[config.mk]
export PLATFORM = sky130hd
export DESIGN_NAME = tns_tx_scheduler
export DESIGN_NICKNAME = d
export VERILOG_FILES = /design/src/rtl/tns_sched_pkg.sv /design/src/rtl/tns_rr_arbiter.sv /design/src/rtl/tns_tx_scheduler.sv
export SDC_FILE = /design/constraint.sdc
export NUM_CORES = 1
export LEC_CHECK = 0
export BUFFER_PORTS_ARGS = -buffer_cell sky130_fd_sc_hd__buf_2
export CELL_PAD_IN_SITES_DETAIL_PLACEMENT = 0
export CELL_PAD_IN_SITES_GLOBAL_PLACEMENT = 1
export CORE_MARGIN = 4
export CORE_UTILIZATION = 29
export DETAILED_ROUTE_END_ITERATION = 6
export PLACE_DENSITY_LB_ADDON = 0.1
export SYNTH_ARGS = -nofsm -noshare
export SYNTH_HDL_FRONTEND = slang
export SYNTH_SLANG_ARGS = --single-unit
[constraint.sdc]
create_clock -name clock -period 1.9 [get_ports clock]
set_clock_uncertainty 0.1 [all_clocks]
set_input_delay 0.19 -clock clock [delete_from_list [all_inputs] [get_ports clock]]
set_output_delay 0.19 -clock clock [all_outputs]
set_load 0.005 [all_outputs]
[src/rtl/tns_sched_pkg.sv]
// Shared types and constants for the TNS transmit scheduler.
// Lane-tag width must track the top-level LANE_W.
package tns_sched_pkg;

  localparam int BLEN08       = 8;
  localparam int CODE_BITS    = 22;
  localparam int PRIME_CYCLES = 2;
  localparam int TAG_LANE_W   = 2;

  typedef enum logic [1:0] {
    S_PRIME,
    S_IDLE,
    S_BURST
  } sched_state_e;

  typedef struct packed {
    logic                  valid;
    logic [TAG_LANE_W-1:0] lane;
    logic                  last;
  } tag_t;

  function automatic int wrap_inc(input int i, input int n);
    return (i + 1 >= n) ? 0 : i + 1;
  endfunction

endpackage

[src/rtl/tns_rr_arbiter.sv]
// Rotating-priority pick: first valid lane at or above ptr,
// wrapping modulo N_LANES.
module tns_rr_arbiter #(
  parameter int N_LANES = 4,
  parameter int LANE_W  = 2
) (
  input  logic [N_LANES-1:0] valid,
  input  logic [LANE_W-1:0]  ptr,
  output logic [LANE_W-1:0]  idx,
  output logic               any
);

  int                j;
  logic [LANE_W-1:0] cand;

  always_comb begin
    idx  = '0;
    any  = 1'b0;
    j    = 0;
    cand = '0;
    for (int i = 0; i < N_LANES; i++) begin
      j = int'(ptr) + i;
      if (j >= N_LANES) j = j - N_LANES;
      cand = LANE_W'(j);
      if (!any && valid[cand]) begin
        any = 1'b1;
        idx = cand;
      end
    end
  end

endmodule

[src/rtl/tns_tx_scheduler.sv]
// Round-robin front end sharing one TNS_encoder_22 among N_LANES
// requesters; tags each codeword with its lane and end-of-packet.
module tns_tx_scheduler
  import tns_sched_pkg::*;
#(
  parameter int N_LANES   = 4,
  parameter int LANE_W    = 2,
  parameter int DATA_W    = BLEN08,
  parameter int CODE_W    = CODE_BITS,
  parameter int MAX_BURST = 8
) (
  input  logic                      clock,
  input  logic                      reset,
  input  logic [N_LANES-1:0]        req_valid,
  input  logic [N_LANES*DATA_W-1:0] req_data,
  input  logic [N_LANES-1:0]        req_last,
  output logic [N_LANES-1:0]        req_ready,
  output logic [DATA_W-1:0]         enc_datain,
  input  logic [CODE_W-1:0]         enc_codeout,
  output logic [CODE_W-1:0]         code_out,
  output logic                      code_valid,
  output logic [LANE_W-1:0]         code_lane,
  output logic                      code_last,
  output logic                      busy
);

  sched_state_e      state;
  logic [1:0]        prime_cnt;
  logic [7:0]        burst_cnt;
  logic [LANE_W-1:0] rr_ptr;
  logic [LANE_W-1:0] grant;
  logic [LANE_W-1:0] arb_idx;
  logic [LANE_W-1:0] next_ptr;
  logic              arb_any;
  logic              grant_valid;
  logic              grant_last;
  logic [DATA_W-1:0] grant_data;
  logic              accept;
  logic              burst_end;
  tag_t              tag_q1;
  tag_t              tag_q2;

  tns_rr_arbiter #(
    .N_LANES(N_LANES),
    .LANE_W (LANE_W)
  ) u_arb (
    .valid(req_valid),
    .ptr  (rr_ptr),
    .idx  (arb_idx),
    .any  (arb_any)
  );

  assign grant_valid = req_valid[grant];
  assign grant_last  = req_last[grant];
  assign grant_data  = req_data[grant*DATA_W +: DATA_W];
  assign accept      = (state == S_BURST) && grant_valid;
  assign next_ptr    = LANE_W'(wrap_inc(int'(grant), N_LANES));

  // A dropped valid ends the burst without consuming anything.
  assign burst_end = (state == S_BURST) &&
                     (!grant_valid || grant_last ||
                      (burst_cnt + 8'd1 == 8'(MAX_BURST)));

  always_ff @(posedge clock) begin
    if (reset) begin
      state      <= S_PRIME;
      prime_cnt  <= '0;
      rr_ptr     <= '0;
      grant      <= '0;
      burst_cnt  <= '0;
      enc_datain <= '0;
      req_ready  <= '0;
      tag_q1     <= '0;
      tag_q2     <= '0;
    end else begin
      tag_q1 <= '0;
      tag_q2 <= tag_q1;
      unique case (state)
        S_PRIME: begin
          enc_datain <= '0;
          if (prime_cnt == 2'(PRIME_CYCLES - 1))
            state <= S_IDLE;
          else
            prime_cnt <= prime_cnt + 2'd1;
        end
        S_IDLE: begin
          if (arb_any) begin
            grant     <= arb_idx;
            burst_cnt <= '0;
            req_ready <= N_LANES'(1) << arb_idx;
            state     <= S_BURST;
          end
        end
        S_BURST: begin
          if (accept) begin
            enc_datain <= grant_data;
            burst_cnt  <= burst_cnt + 8'd1;
            tag_q1     <= '{valid: 1'b1,
                            lane:  TAG_LANE_W'(grant),
                            last:  grant_last};
          end
          if (burst_end) begin
            req_ready <= '0;
            rr_ptr    <= next_ptr;
            state     <= S_IDLE;
          end
        end
        default: state <= S_PRIME;
      endcase
    end
  end

  assign code_out   = enc_codeout;
  assign code_valid = tag_q2.valid;
  assign code_lane  = LANE_W'(tag_q2.lane);
  assign code_last  = tag_q2.last;
  assign busy       = (state != S_IDLE);

endmodule

; After elaboration in Yosys (flattened, before gate mapping)
; Index checks and enable logic that the tools add are counted.
; Widths: inputs -> output; s select.
[word_totals]
inputBits = 64
out_inout_bits = 39
reg_bits = 36
word_cells = 108
[classes]
shifts = 2
n_bitwise = 3
reduce_logical = 23
eq_ne = 9
addsub = 10
n_mux = 38
magnitude_cmp = 10
[op_table]
columns = cell, n
row1 = $pmux 8 s2, 2
row2 = $shiftx 32x6->8, 1
row3 = $mux 2, 12
row4 = $mux 8, 3
row5 = $lt 2x3->1 const B, 5
row6 = $bmux 1 s2, 6
row7 = $ge 3x3->1 const B, 4
row8 = $mux 4, 3
row9 = $mux 1, 10
row10 = $reduce_and 3->1, 3
row11 = $add 8x1->8 const B, 1
row12 = $eq 8x4->1 const B, 1
row13 = $ne 2x2->1 const B, 4
row14 = $pmux 4 s2, 1
row15 = $reduce_and 2->1, 4
row16 = $sub 2x1->2 const B, 4
row17 = $add 2x1->3 const B, 2
row18 = $add 2x2->3 const B, 2
row19 = $pmux 2 s3, 1
row20 = $logic_and 1x1->1, 5
row21 = $eq 2x1->1 const B, 2
row22 = $logic_not 1->1, 4
row23 = $reduce_bool 2->1, 2
row24 = $shl 1x2->4 const A, 1
row25 = 9 further kinds, 12

; Logic depth before layout (Yosys ltp)
; Gate-level depths: netlist (run 1).
[depth]
depth_word = 17
ltp_mapped = 6
ltp_nobuf = 6

; Modules after synthesis
; From an unflattened synthesis (run 1), not the netlist that was laid out.
[hier_totals]
cells_unflattened = 213
area_unflattened_um2 = 2010.7
[modules_own_cells]
columns = mod, seq_area_each_um2, cells_each, area_each_um2, n_inst
row1 = tns_tx_scheduler, 720.7, 198, 1933.1, 1
row2 = tns_rr_arbiter, 0.0, 15, 77.6, 1

; Least setup slack after synthesis (run 1)
; OpenSTA, ideal clock, no wires.
[synth_timing]
path_type = register -> register
from = register grant[0]
to = register rr_ptr[0]
setup_slack_ns = 0.028
setup_time_ns = 0.121
period_less_slack_ns = 1.872
arrival_ns = 1.651
required_ns = 1.679
path_buffers = 0
stages_incl_launch_ff = 4
cell_sequence = dfxtp_1 mux4_2 o31ai_4 mux2_4
[synth_between]
elab_chain_cells = 7
[synth_rtl]
columns = element, line
row1 = "start, declared", tns_tx_scheduler.sv:31  ; logic [LANE_W-1:0] grant;
row2 = "start signal, assigned", tns_tx_scheduler.sv:88  ; grant <= arb_idx;
row3 = "parallel branches: the longest is 7 deep, another holds $add 2x1->3", --
row4 = "end signal, assigned", tns_tx_scheduler.sv:104  ; rr_ptr <= next_ptr;
row5 = "end, declared", tns_tx_scheduler.sv:30  ; logic [LANE_W-1:0] rr_ptr;
; Several ways; the timed one is not identified. The select of a mux whose other input is x is not followed.
; A chain may end at the register's enable or synchronous reset.

; Final worst setup path (run 1)
[layout_timing]
from = register grant[0]
to = register enc_datain[5]
[layout_between]
elab_chain_cells = 5
[layout_rtl]
columns = element, line
row1 = "parallel branches: the longest is 5 deep, another holds $shiftx 32x6->8", --
row2 = "end signal, assigned", tns_tx_scheduler.sv:96  ; enc_datain <= grant_data;
row3 = "end, declared", tns_tx_scheduler.sv:18  ; output logic [DATA_W-1:0] enc_datain,
; Several ways; the timed one is not identified. The select of a mux whose other input is x is not followed.

==> impl_summary.log, run 1 <==
INFO  metric p_switching = about 0.54 mW
INFO  metric finalWirelength = 4882 um
INFO  metric powerDensity = just over 800 nW/um2
INFO  metric clk_pin_slew = around 0.070 ns
INFO  metric num_rows = 29
INFO  metric seq_power_share = ~44%
INFO  metric timing.max_slew.rel_slack = 70.02%
INFO  metric worst_case_reg_to_reg_path_depth = 5
INFO  metric yosys-top-cells-count = dfxtp_1 (36), buf_4 (22), nor2_1 (19)
INFO  metric tns = 0 ns
INFO  metric drtAntennaViolNets = 0
INFO  metric cts_max_level = 2
INFO  metric maximum_net_fanout_on_the_critical_path = 7
INFO  metric synthDistinctLibCells = 43
INFO  metric all_layer_gr_usage = between 10% and 20%
INFO  metric ff2ff_setup_slack = 0.12 ns
INFO  metric worstHoldEndpoint = burst_cnt[5]
INFO  metric yosysWarningCount = 0
INFO  metric routed_via_density = about 4.9
INFO  metric place.gp.congestion = about 0.72
INFO  metric required = between 2 and 2.5 ns
INFO  metric power.share.switching = 28.29%
INFO  metric n_fill_cell = 674
INFO  metric finalCritPeriodShare = a little over nine tenths
INFO  metric finalNetCount = roughly 320
INFO  metric run_status = finished clean
INFO  metric drive_above_1_share = 40.86%
INFO  metric area_growth = 23.00%
INFO  metric postSynthCellCount = just over 200
INFO  metric irDropWorstVdd = roughly 0.34 mV
INFO  metric cts_tree = done
INFO  metric endpoint_kind_of_the_worst_setup_timing_path = flop
INFO  metric synth.top_cells.by_area = dfxtp_1 (38%), mux4_2 (12%), buf_4 (8.6%)
INFO  metric final_period_minus_worst_setup_slack = around 1.8 ns
INFO  metric maxClockFrequency = ~0.56 GHz
INFO  metric rr_endpoint = enc_datain[5]
INFO  metric fp.dieArea = between 7000 and 8000 um2
INFO  metric cell_internal_power_dissipation = 1.366 mW
INFO  metric initialDrtViolationCount = 48
INFO  metric synth_flop_cell = dfxtp_1
INFO  metric timing.hold.worst.class = input port to flop
INFO  metric dp.final_hpwl = between 3000 and 4000 um
INFO  metric die_y = roughly 90 um
INFO  metric timing.final.hold_violations = 0
INFO  metric grt_max_degree = 18
INFO  metric route.detailed.drc = 0
INFO  metric criticalPathCategory = flop to flop
INFO  metric synth_edf_count = 0
INFO  metric ports = approximately 100
INFO  metric setup_viol = 0
INFO  metric antenna_found_initial = 0
INFO  metric hold_path_startpoint = reset
INFO  metric cts_max_path_buffers = 2
INFO  metric detail_route.first_pass.iterations = 4
INFO  metric layout.area.seq = a little over 700 um2
INFO  metric antenna_cells_inserted = 0
INFO  metric grt_first_pass_wirelength = ~7500 um
INFO  metric rsz0062_at_grt = false
INFO  metric clk_root_buffer_cell = clkbuf_8
INFO  metric power.share.clock = 30.3%
INFO  metric synth_top_cell_by_area = dfxtp_1
INFO  metric maxCapViolations = 0
INFO  metric floorplan.die.width = 89.38 um
INFO  metric syn-num-nets = approximately 270
INFO  metric cts_inserted_buffers = 5
INFO  metric initial_core_util = between 30% and 40%
INFO  metric tightestPinTransition = roughly 0.45 ns
INFO  metric category_of_the_worst_setup_path_launch_point = flop
INFO  metric worstHoldPathCells = 2
INFO  metric fin_area = roughly 2400 um2
INFO  metric arrival = roughly 1.9 ns
INFO  metric report.power.total = ~1.9 mW
INFO  metric grt_pass1_vias = between 1,500 and 2,000
INFO  metric async_flop_share = 0%
INFO  metric yosysMostFrequentCell = dfxtp_1
INFO  metric dpl_cell_area = 2241 um2
INFO  metric detailroute.via_count = about 1,600
INFO  metric syn-cell-area = 1921 um2
INFO  metric portBuffers = 58
INFO  metric multi_input_comb_area = 992.2 um2
INFO  metric synthesis.area_per_instance = about 9.5 um2
INFO  metric r2r_start = grant[0]
INFO  metric total_leakage_power = between 1 and 1.5 nW
INFO  metric postSynthRegisterBits = 36
INFO  metric power.combinational.fraction = about a quarter
INFO  metric synth_seq_area_share = roughly 38%
INFO  metric clock_sinks = 36
INFO  metric core_region_area = 6386 um2
INFO  metric clkLatencyLatePin = between 0.2 and 0.3 ns
INFO  metric overflow = 0
INFO  metric routedWlPerCell = about 15 um
INFO  metric netlist.area_leader.share = a little under two fifths
INFO  metric final_core_util = 36.99%
INFO  metric timing_max_transition_violations_final = 0
-- state kept, by name, indices dropped and copies added, names as in the netlist --
name        cells
code_last       1
code_valid      1
code_lane       2
req_ready       4
burst_cnt       8
enc_datain      8
prime_cnt       2
rr_ptr          2
state           2
grant           2
tag_q1          4
-- cell families (layout without fill, tap and decap cells) --
logic type               Yosys count  count (layout)  synth area share (%)
AO/OA/AOI/OAI                     43              43                 16.16
XOR/XNOR                           1               1                0.4561
adder cells (fa/ha/maj)            3               3                 1.955
buffers and inverters             34              89                 11.07
flip-flops                        36              36                 37.52
multiplexers                      14              14                 14.07
AND/OR/NAND/NOR                   71              71                 18.76
-- cell usage in the layout (no fill, tap or decap), types with 6 or more instances in the layout --
cell | Yosys | routed
a21oi_1 | 11 | 11
a22o_1 | 7 | 7
and2_1 | 6 | 6
buf_2 | 2 | 58
buf_4 | 22 | 19
clkbuf_8 | 0 | 7
dfxtp_1 | 36 | 32
mux4_2 | 10 | 10
nand2_1 | 13 | 13
nand3_1 | 6 | 6
nor2_1 | 19 | 19
o21ai_0 | 7 | 6
-- critical path: stages, from the launching register on --
cell     delay (ns)
dfxtp_2        0.37
mux4_2         0.57
inv_2          0.10
a21oi_1        0.11
nor2_2         0.29
a22o_1         0.19
-- layout make-up --
type | instances | share of cell area [%]
clock buffers | 7 | 4.078
inverters | 5 | 0.7945
multi-input cells | 132 | 42.00
flip-flops and latches | 36 | 30.72
well taps | 77 | 4.078
repair buffers | 77 | 18.33
-- worst max-delay path by stage --
stage | from | to | slack, ns | depth (start not counted)
2_1_floorplan | grant[0] | rr_ptr[0] | 0.03 | 3
3_5_place_dp | burst_cnt[0] | req_ready[3] | 0.03 | 7
3_3_place_gp | burst_cnt[2] | req_ready[1] | 0.04 | 7
4_1_cts | burst_cnt[2] | req_ready[3] | 0.0002 | 7
6_report | grant[0] | enc_datain[5] | 0.12 | 5
5_1_grt | burst_cnt[4] | req_ready[0] | 0.006 | 7
-- stage by stage --
stage	cells	setup slack [ns]	hold slack (ns)
6_report	334	0.1155	0.1829
5_1_grt	334	0.005592	0.1837
4_1_cts	334	0.0001743	0.1795
3_5_place_dp	325	0.03279	0.2801
3_3_place_gp	325	0.03799	0.2801
2_1_floorplan	202	0.02754	0.3138
-- per-layer routing --
metal | vias up | part of all wire (%) | global-route usage [%]
li1 | 818 | - | -
met2 | 35 | 50 | 19.36
met1 | 757 | 44 | 16.06
met4 | 0 | 1.3 | 4.195
met3 | 15 | 4.3 | 2.857
met5 | - | 0 | 0
-- power groups by stage --
stage / Combinational, mW / Clock, mW / Sequential, mW
finish: 0.486 / 0.578 / 0.841
global route: 0.540 / 0.649 / 0.848
detailed placement: 0.487 / 0 / 0.858
CTS: 0.498 / 0.616 / 0.841
floorplan: 0.344 / 0 / 0.858
global placement: 0.492 / 0 / 0.858
-- what timing repair did --
item | 4_1_cts | 5_1_grt
endpoints found under the setup margin | 1 | 19
buffers inserted | 2 | 0
hold endpoints to repair | 0 | 0
hold buffers | 0 | 0
resized for setup | 0 | 6
pin swaps | 0 | 1
No activity file was read; power rests on OpenSTA's default activity.
==> inputs of run 2 (changes only) <==
CORE_UTILIZATION = 30   (was 29)
CTS_BUF_LIST = sky130_fd_sc_hd__clkbuf_4 sky130_fd_sc_hd__clkbuf_8   (was not set)
CTS_CLUSTER_SIZE = 20   (was not set)
==> impl_summary.log, run 2 (synthesis gave the netlist of run 1 again) <==
INFO  metric maxClockFrequency = 0.5558 GHz (-0.81%)
INFO  metric final_period_minus_worst_setup_slack = 1.799 ns (+0.01455 ns)
INFO  metric finalWirelength = 4859 um (-0.47%)
INFO  metric detailroute.via_count = 1,586 (-2.4%)
INFO  metric fp.dieArea = 7746 um2 (-3.0%)
INFO  metric num_rows = 28 (-3.4%)
INFO  metric numPlacedInstances = 321 (-1.2%)
INFO  metric tightestPinTransition = 0.4439 ns (-0.004133 ns)
INFO  metric antenna_cells_inserted = 0 (unchanged)
INFO  metric biggestRegsByFlops = burst_cnt (8), enc_datain (8)
INFO  metric required = 1.97 ns (-0.06 ns)
INFO  metric mostFrequentLayoutCell = buf_2
INFO  metric timing_max_transition_violations_final = 0 (unchanged)
INFO  metric initial_core_util = 31.69% (+1.6 points)
INFO  metric powerDensity = 808.8 nW/um2 (+0.31%)
INFO  metric grt_pass1_vias = 1,586 (+3.7%)
INFO  metric routed_via_density = 4.821 (-0.92%)
INFO  metric routedWlPerCell = 14.77 um (+1.0%)
INFO  metric category_of_the_worst_setup_path_launch_point = flop
INFO  metric clkLatencyLatePin = 0.28 ns (about the same)
INFO  metric dp.final_hpwl = 3764 um (-3.3%)
INFO  metric maximum_net_fanout_on_the_critical_path = 6 (-1)
INFO  metric grt_first_pass_wirelength = 7852 um (+4.2%)
INFO  metric area_growth = 21.76%
INFO  metric floorplan.die.width = 88.01 um (-1.5%)
INFO  metric portBuffers = 58 (unchanged)
INFO  metric drive_above_1_share = 38.98% (-1.9 points)
INFO  metric initialDrtViolationCount = 73 (+52%)
INFO  metric rsz0062_at_grt = false
INFO  metric finalCritPeriodShare = 94.69% (+0.77 points)
INFO  metric cts_inserted_buffers = 5 (unchanged)
INFO  metric clk_pin_slew = 0.07 ns (about the same)
INFO  metric detail_route.first_pass.iterations = 4 (unchanged)
INFO  metric run_status = finished clean
INFO  metric timing.hold.worst.class = input port to flop
INFO  metric clk_root_buffer_cell = clkbuf_8
INFO  metric total_leakage_power = 0.9875 nW (-1.6%)
INFO  metric setup_viol = 0 (unchanged)
INFO  metric finish.cell_count_without_fillers = 329 (-1.5%)
INFO  metric grt_max_degree = 21 (+3)
INFO  metric r2r_start = burst_cnt[2]
INFO  metric maxCapViolations = 0 (unchanged)
INFO  metric antenna_found_initial = 0 (unchanged)
INFO  metric most-common-layout-cells = buf_2 (58), dfxtp_1 (35), nor2_1 (19)
INFO  metric hold_path_startpoint = reset
INFO  metric die_y = 88.01 um (-1.5%)
INFO  metric arrival = 1.87 ns (-0.04 ns)
INFO  metric core_region_area = 6061 um2 (-5.1%)
INFO  metric timing.final.hold_violations = 0 (unchanged)
INFO  metric finalNetCount = 321 (-0.93%)
INFO  metric worstSetupStartpoint = burst_cnt[2]
INFO  metric endpoint_kind_of_the_worst_setup_timing_path = flop
INFO  metric cts_max_path_buffers = 2 (unchanged)
INFO  metric tns = 0 ns (unchanged)
INFO  metric report.power.total = 1.891 mW (-0.70%)
INFO  metric irDropWorstVdd = 0.4627 mV (+36%)
INFO  metric clock_sinks = 36 (unchanged)
INFO  metric criticalPathCategory = flop to flop
INFO  metric cts_tree = done
INFO  metric timing.max_slew.rel_slack = 70.30% (+0.28 points)
INFO  metric cts_max_level = 2 (unchanged)
INFO  metric drtAntennaViolNets = 0 (unchanged)
INFO  metric ports = 103 (unchanged)
INFO  metric all_layer_gr_usage = 12.94% (+0.81 points)
INFO  metric overflow = 0 (unchanged)
INFO  metric place.gp.congestion = 0.7967 (+10%)
INFO  metric route.detailed.drc = 0 (unchanged)
run 2: cell count changes in the layout (fill, tap and decap cells not counted):
cell     previous run  this run
buf_4              19        16
dfxtp_1            32        35
dfxtp_2             4         1
nor2_2              1         0
nor2_4              1         2
run 2: final timing paths:
path                   to  slack (ns)  cells after the start
max          req_ready[2]        0.10                      7
min          burst_cnt[5]        0.22                      2
max reg2reg  req_ready[2]        0.10                      7
min reg2reg    code_valid        0.33                      1
run 2: cell type report:
type | count | area [um2]
Multi-Input combinational cell | 132 | 997.2
Fill cell | 614 | 3722
Clock buffer | 7 | 96.34
Timing Repair Buffer | 74 | 410.4
Tap cell | 75 | 93.84
Sequential cell | 36 | 721.9
Inverter | 5 | 18.77
run 2: metal layers:
metal | global-route usage (%) | vias up | wire, um
met2 | 19.86 | 33 | 2355
met3 | 3.293 | 22 | 230
met4 | 5.769 | 0 | 113
met1 | 17.16 | 721 | 2159
li1 | - | 810 | -
met5 | 0 | - | 0
run 2: what timing repair did:
item                       in CTS  in global routing
hold buffers                    0                  0
setup endpoints to repair       0                 19
setup buffers                   0                  1
gates resized for setup         0                  4
run 2: metrics by stage:
step / cell area (um2) / hold WS (ns) / setup slack (ns) / utilization [%]
after floorplan: 1921 / 0.3138 / 0.02754 / -
after global placement: 2223 / 0.2800 / 0.02498 / 36.68
after detailed placement: 2223 / 0.2800 / 0.02693 / 36.68
after CTS: 2320 / 0.2101 / 0.004130 / 38.27
after global routing: 2338 / 0.2298 / 0.0007174 / 38.58
final: 2338 / 0.2247 / 0.1009 / 38.58
run 2: where the power goes:
part           switching [mW]  internal (mW)  leakage (nW)
clock                   0.254          0.323        0.0503
sequential             0.0433          0.806         0.291
combinational           0.241          0.225         0.646
run 2: worst max-delay path, stage by stage, from the launching register on:
cell and delay (ns):
dfxtp_1 0.41, and3_1 0.20, nand4_1 0.10, a211oi_2 0.26, buf_4 0.16, o31ai_4 0.06, buf_4 0.17, a32o_1 0.23
